<file path="config.mk">
export PLATFORM = sky130hd
export DESIGN_NAME = bfly10_stage
export DESIGN_NICKNAME = d
export VERILOG_FILES = /design/src/rtl/bfly10_stage.sv
export SDC_FILE = /design/constraint.sdc
export NUM_CORES = 2
export LEC_CHECK = 0
export CORE_UTILIZATION = 55
export DETAILED_ROUTE_END_ITERATION = 8
export HOLD_SLACK_MARGIN = 0.03
export MAX_ROUTING_LAYER = met4
export PLACE_DENSITY = 0.77
export SLEW_MARGIN = 10
export SYNTH_ARGS = -nofsm -noshare
export SYNTH_HDL_FRONTEND = slang
export SYNTH_SLANG_ARGS = --single-unit
</file>
<file path="constraint.sdc">
create_clock -name clk -period 8.15 [get_ports clk]
set_input_delay 2.0375 -clock clk [delete_from_list [all_inputs] [get_ports clk]]
set_output_delay 2.0375 -clock clk [all_outputs]
set_load 0.05 [all_outputs]
</file>
<file path="src/rtl/bfly10_stage.sv">
// Radix-2 butterfly stage: buffers the first half of each frame and combines it
// beat-by-beat with the second half, producing registered sum/diff per lane.
module bfly10_stage #(
  parameter int IN_WIDTH = 11,
  parameter int WIDTH    = 12,
  parameter int DEPTH    = 4
) (
  input  logic                clk,
  input  logic                rstn,
  input  logic                i_valid,
  input  logic [IN_WIDTH-1:0] i_re [0:15],
  input  logic [IN_WIDTH-1:0] i_im [0:15],
  output logic                o_bfly10_valid,
  output logic [WIDTH-1:0]    o_bfly10_sum_re  [0:15],
  output logic [WIDTH-1:0]    o_bfly10_sum_im  [0:15],
  output logic [WIDTH-1:0]    o_bfly10_diff_re [0:15],
  output logic [WIDTH-1:0]    o_bfly10_diff_im [0:15]
);

  localparam int LANES = 16;
  localparam int CNT_W = $clog2(2 * DEPTH);
  localparam int IDX_W = (DEPTH > 1) ? $clog2(DEPTH) : 1;
  localparam logic [CNT_W-1:0] DEPTH_C = CNT_W'(DEPTH);
  localparam logic [CNT_W-1:0] LAST_C  = CNT_W'(2 * DEPTH - 1);

  logic [CNT_W-1:0]    beat_cnt_r;
  logic [CNT_W-1:0]    cnt_nxt_s;
  logic                fill_s;
  logic [IDX_W-1:0]    wr_idx_s;
  logic [IDX_W-1:0]    rd_idx_s;

  logic [IN_WIDTH-1:0] mem_re_r [0:DEPTH-1][0:LANES-1];
  logic [IN_WIDTH-1:0] mem_im_r [0:DEPTH-1][0:LANES-1];

  logic [WIDTH-1:0]    sum_re_s  [0:LANES-1];
  logic [WIDTH-1:0]    sum_im_s  [0:LANES-1];
  logic [WIDTH-1:0]    diff_re_s [0:LANES-1];
  logic [WIDTH-1:0]    diff_im_s [0:LANES-1];

  function automatic logic [WIDTH-1:0] sext(input logic [IN_WIDTH-1:0] x);
    sext = {{(WIDTH - IN_WIDTH){x[IN_WIDTH-1]}}, x};
  endfunction

  // Beat counter next value, buffer indices and full-precision butterfly arithmetic
  always_comb begin
    fill_s   = (beat_cnt_r < DEPTH_C);
    wr_idx_s = IDX_W'(beat_cnt_r);
    rd_idx_s = IDX_W'(beat_cnt_r - DEPTH_C);
    if (beat_cnt_r == LAST_C) begin
      cnt_nxt_s = '0;
    end else begin
      cnt_nxt_s = beat_cnt_r + CNT_W'(1);
    end
    for (int j = 0; j < LANES; j++) begin
      sum_re_s[j]  = sext(mem_re_r[rd_idx_s][j]) + sext(i_re[j]);
      sum_im_s[j]  = sext(mem_im_r[rd_idx_s][j]) + sext(i_im[j]);
      diff_re_s[j] = sext(mem_re_r[rd_idx_s][j]) - sext(i_re[j]);
      diff_im_s[j] = sext(mem_im_r[rd_idx_s][j]) - sext(i_im[j]);
    end
  end

  // First-half buffer; writes only occur in FILL, so a CALC read is never disturbed
  always_ff @(posedge clk or negedge rstn) begin
    if (!rstn) begin
      for (int d = 0; d < DEPTH; d++) begin
        for (int j = 0; j < LANES; j++) begin
          mem_re_r[d][j] <= '0;
          mem_im_r[d][j] <= '0;
        end
      end
    end else if (i_valid && fill_s) begin
      for (int j = 0; j < LANES; j++) begin
        mem_re_r[wr_idx_s][j] <= i_re[j];
        mem_im_r[wr_idx_s][j] <= i_im[j];
      end
    end
  end

  // Beat counting and registered outputs; results hold across bubbles
  always_ff @(posedge clk or negedge rstn) begin
    if (!rstn) begin
      beat_cnt_r     <= '0;
      o_bfly10_valid <= 1'b0;
      for (int j = 0; j < LANES; j++) begin
        o_bfly10_sum_re[j]  <= '0;
        o_bfly10_sum_im[j]  <= '0;
        o_bfly10_diff_re[j] <= '0;
        o_bfly10_diff_im[j] <= '0;
      end
    end else begin
      o_bfly10_valid <= 1'b0;
      if (i_valid) begin
        beat_cnt_r <= cnt_nxt_s;
        if (!fill_s) begin
          o_bfly10_valid <= 1'b1;
          for (int j = 0; j < LANES; j++) begin
            o_bfly10_sum_re[j]  <= sum_re_s[j];
            o_bfly10_sum_im[j]  <= sum_im_s[j];
            o_bfly10_diff_re[j] <= diff_re_s[j];
            o_bfly10_diff_im[j] <= diff_im_s[j];
          end
        end
      end
    end
  end

endmodule

</file>
# Yosys cells after proc, flatten, opt, wreduce, memory -nomap -nowiden
# Index checks and enable logic that the tools add are counted.
# Widths: inputs -> output; s select.
dict set report op_classes {
  addsub 66
  magnitude_cmp 4
  eq_ne 1
  n_mux 73
  bitwise 3
  reduce_logical 3
}
# op n
set op_table {}
lappend op_table {{$bwmux 704} 32}
lappend op_table {{$demux 176 s2} 16}
lappend op_table {{$mux 176} 5}
lappend op_table {{$bmux 176 s2} 2}
lappend op_table {{$add 11x11->12} 32}
lappend op_table {{$sub 11x11->12} 32}
lappend op_table {{$mux 165} 1}
lappend op_table {{$mux 154} 1}
lappend op_table {{$mux 143} 1}
lappend op_table {{$mux 132} 1}
lappend op_table {{$mux 121} 1}
lappend op_table {{$mux 110} 1}
lappend op_table {{$mux 99} 1}
lappend op_table {{$mux 88} 1}
lappend op_table {{$mux 77} 1}
lappend op_table {{$mux 66} 1}
lappend op_table {{$mux 55} 1}
lappend op_table {{$mux 44} 1}
lappend op_table {{$mux 33} 1}
lappend op_table {{$mux 22} 1}
lappend op_table {{$mux 11} 1}
lappend op_table {{$ge 3x3->1 const B} 2}
lappend op_table {{$not 2->3} 2}
lappend op_table {{$add 3x1->3 const B} 1}
lappend op_table {{other kinds (9)} 11}
dict set report totals {
  regBits 2180
  inputBits 355
  output_inout_bits 769
  wordCells 344
}

# Logic depth before layout (Yosys ltp)
dict set report logic_depth {
  word_depth 21
  depth_mapped 13
  ltp_nobuf 11
}

# Least setup slack after synthesis
# No wires, ideal clock.
dict set report synth_path {
  path_kind {input to register}
  start {in i_re[77] (netlist name)}
  end {reg o_bfly10_diff_re[94] (netlist name)}
  setup_time_ns 0.135
  arrival_time_ns 3.793
  required_time_ns 8.015
  slack_ns 4.222
  cell_stages 8
  n_path_buf 0
  cell_sequence {ha_1 > fa_1 > nand2b_1 > a21oi_1 > o21ai_1 > a2111oi_2 > mux2i_1 > o311ai_1}
}
dict set report synth_via {
  elab_chain_len 1
}
# element line_no
set synth_rtl {}
lappend synth_rtl {{start, declared} 11} ;# input logic [IN_WIDTH-1:0] i_re [0:15],
lappend synth_rtl {{$sub 11x11->12} 57} ;# diff_re_s[j] = sext(mem_re_r[rd_idx_s][j]) - sext(i_re[j]);
lappend synth_rtl {{end signal, assigned by index} 99} ;# o_bfly10_diff_re[j] <= diff_re_s[j];
lappend synth_rtl {{end, declared} 16} ;# output logic [WIDTH-1:0] o_bfly10_diff_re [0:15],
# No other way between the ends.
# A chain may end at the register's enable or synchronous reset.

# Worst setup path after layout
dict set report layout_path {
  start {in i_valid}
  end {reg mem_re_r[193] (netlist name)}
}
dict set report layout_via {
  elab_chain_len 1
}
# element line_no
set layout_rtl {}
lappend layout_rtl {{start, declared} 10} ;# input logic i_valid,
lappend layout_rtl {{$logic_and 1x1->1} 71} ;# end else if (i_valid && fill_s) begin
lappend layout_rtl {{end signal, assigned by index} 73} ;# mem_re_r[wr_idx_s][j] <= i_re[j];
lappend layout_rtl {{end, declared} 32} ;# logic [IN_WIDTH-1:0] mem_re_r [0:DEPTH-1][0:LANES-1];
# No other way between the ends.

==> results.json <==
{
  "hold_viol_final": 0,
  "crit_fanout": 167,
  "slew_headroom": 0.198,
  "clock_sinks": 2148,
  "core_um2": 208000,
  "mappedNetlistArea_um2": 116000,
  "nets": 13544,
  "cp-end-kind": "register",
  "crit_family": "buffers and inverters",
  "synth_flop_cell": "dfrtp_1",
  "yosys_warnings": 0,
  "rows": 167,
  "grt_pass1_wl_um": 535000,
  "antenna_found_initial": 77,
  "fill_cells": 16179,
  "synthCells": 11742,
  "syn_to_final_growth_pct": 17.6,
  "ff_latch_area_um2": 53800,
  "status": "completed",
  "start_util": 0.556,
  "fin_skew_ns": 0.0302,
  "max_stage_delay_ns": 0.69,
  "postRouteAntennaNets": 0,
  "fin_crit_ns": 4.72,
  "clk_pin_slew_worst_paths_ns": 0.06,
  "dieHeight_um": 460,
  "synth.distinct_cells": 90,
  "grt_usage": 0.336,
  "avgSynthCellArea_um2": 9.84,
  "drc_errors": 0,
  "final_max_slew_viol_count": 0,
  "start_kind": "primary input",
  "ios": 1124,
  "finalSetupViolCount": 0,
  "totalWireLength_um": 347000,
  "synth_nets": 12900,
  "vias": 90524,
  "finalCritPeriodShare": 0.579,
  "cp_slowest_cell": "clkdlybuf4s50_1",
  "cts_tree": "yes",
  "fmax_ghz": 0.212,
  "drt_iter0_drc": 7142,
  "die_w_um": 460,
  "yosysSeqAreaShare": 0.465,
  "synth-seq-cells": 2148,
  "fin_util": 0.653,
  "drive_gt1_frac": 0.0797,
  "cts_resized": 0,
  "required_ns": 8.87,
  "cts-buffers-inserted": 223,
  "drt_pre_antenna_iters": 5,
  "hp-class": "reg -> reg",
  "dp_hpwl_um": 252000,
  "first_global_vias": 89979,
  "multiInputGateArea_um2": 56000,
  "rsz0062_at_grt": "no",
  "clock_path_buffers": 3,
  "tightest_slew_ns": 1.20,
  "setup-tns-final_ns": 0,
  "cp_num_buf_inv": 3,
  "viasPerCell": 5.87,
  "postCtsSetupBuffers": 0,
  "die_area_um2": 212000,
  "clk_latency_ns": 0.88,
  "io_buffers": 1123,
  "drv_cap": 0,
  "criticalPathCategory": "in -> reg",
  "cts_hold_buf": 0,
  "synth_edf_count": 0,
  "drt-wirelength-per-cell_um": 22.5,
  "overflow": 0,
  "r2r_slack_ns": 3.47,
  "async_flop_share": 1.00,
  "place_congestion": 0.973,
  "crit_arrival_ns": 5.44,
  "grt_max_degree": 242,
  "h-tree-depth": 4,
  "cts-root-buf": "clkbuf_16",
  "path_cells": "clkdlybuf4s50_1, nor2b_1, nand2_4, buf_12, buf_4, nand2_1, o21ai_0"
}
-- cells in the mapped netlist (25+ instances only) --
library cell | count | area share
buf_1 | 30 | 0.00097
o21a_1 | 49 | 0.0032
buf_4 | 33 | 0.0021
fa_1 | 64 | 0.011
a211oi_1 | 61 | 0.0040
a221oi_1 | 35 | 0.0027
a21oi_1 | 425 | 0.018
nor3_1 | 103 | 0.0045
o21ai_0 | 1944 | 0.084
o31a_1 | 25 | 0.0019
dfrtp_1 | 2148 | 0.47
mux2_2 | 126 | 0.012
and3_1 | 27 | 0.0015
clkbuf_1 | 424 | 0.014
mux4_2 | 352 | 0.069
nand2b_1 | 107 | 0.0058
ha_1 | 739 | 0.080
or3_1 | 33 | 0.0018
nand2_1 | 2160 | 0.070
o31ai_1 | 84 | 0.0055
a21o_1 | 67 | 0.0044
nor2b_1 | 121 | 0.0066
xor2_1 | 139 | 0.011
nor4_1 | 46 | 0.0025
inv_1 | 623 | 0.020
nand3_1 | 121 | 0.0052
o211ai_1 | 53 | 0.0034
nor2_1 | 378 | 0.012
o21ai_1 | 96 | 0.0042
nor3b_1 | 25 | 0.0016
o21bai_1 | 54 | 0.0035
xnor2_1 | 348 | 0.026
a31oi_1 | 80 | 0.0043
buf_2 | 297 | 0.013
-- layer usage --
layer	up-vias	GRT usage	routed length, µm
met4	0	0.174	17900
met1	45084	0.431	144000
li1	41716	-	-
met3	634	0.0629	22800
met2	3090	0.510	162000
met5	-	-	0
-- cell type report --
cell class              instances  area share
diodes                         64     0.00118
clock inverters                99     0.00880
multi-input cells            8175       0.412
well taps                    2788      0.0257
inverters                     633      0.0175
clock buffers                 319      0.0486
repair buffers               1205      0.0903
flip-flops and latches       2148       0.396
-- tightest hold or removal path: cells and delay by family (launching register included) --
family	cells	cell delay (ns)
flip-flops	1	0.34
AND/OR/NAND/NOR	2	0.10
-- cells by family (layout without fill, tap and decap cells) --
| kind of cell | Yosys count | after routing | share of synthesized area |
|---|---|---|---|
| other cells | 0 | 64 | 0 |
| flops | 2148 | 2148 | 0.465 |
| mux | 501 | 501 | 0.0830 |
| fa+ha+maj | 803 | 803 | 0.0911 |
| buf+inv | 1419 | 2256 | 0.0504 |
| xor+xnor | 487 | 487 | 0.0369 |
| compound gates | 3154 | 3154 | 0.155 |
| simple gates | 3230 | 3230 | 0.119 |
-- layout by cell type, fill, tap and decap left out, types with 27 or more instances in the layout --
cell type           n
nand2_1          2156
dfrtp_1          2146
o21ai_0          1944
clkdlybuf4s50_1  1122
ha_1              739
inv_1             623
a21oi_1           425
nor2_1            378
mux4_2            352
xnor2_1           348
clkbuf_16         228
xor2_1            139
mux2_2            126
nor2b_1           121
nand3_1           121
nand2b_1          107
nor3_1            103
o21ai_1            96
o31ai_1            84
a31oi_1            80
a21o_1             67
diode_2            64
fa_1               64
a211oi_1           61
clkbuf_8           55
o21bai_1           54
o211ai_1           53
buf_4              50
o21a_1             49
nor4_1             46
clkinv_2           40
clkbuf_1           36
a221oi_1           35
or3_1              33
buf_12             32
and3_1             27
-- registers in the layout, indices dropped and copies added, names as in the netlist --
signal,flops
o_bfly10_diff_re,178
o_bfly10_diff_im,182
mem_re_r,704
beat_cnt_r,3
o_bfly10_valid,1
mem_im_r,704
o_bfly10_sum_re,190
o_bfly10_sum_im,186
-- final timing paths --
path | start | end | cells past startpoint
max in group asynchronous | rstn | o_bfly10_sum_re[22] | 3
hold / removal | o_bfly10_sum_re[49] | o_bfly10_sum_re[49] | 2
setup reg to reg | beat_cnt_r[0] | o_bfly10_diff_im[56] | 10
hold reg to reg | o_bfly10_sum_re[49] | o_bfly10_sum_re[49] | 2
setup / recovery | i_valid | mem_re_r[193] | 7
min in group asynchronous | rstn | o_bfly10_sum_im[41] | 1
-- metrics by stage --
stage / hold WS, ns / instance area (µm²) / std cells / setup slack (ns)
final: 0.473 / 136000 / 15431 / 3.43
after global routing: 0.487 / 136000 / 15429 / 3.17
after CTS: 0.472 / 136000 / 15367 / 3.46
after detailed placement: 0.460 / 128000 / 14949 / 2.77
after global placement: 0.455 / 128000 / 14949 / 2.87
after floorplan: 0.445 / 116000 / 11742 / 4.22
Power is left out: the tool's default activity adds up to more than one toggle a clock period on the data nets, which glitch-free logic cannot reach.
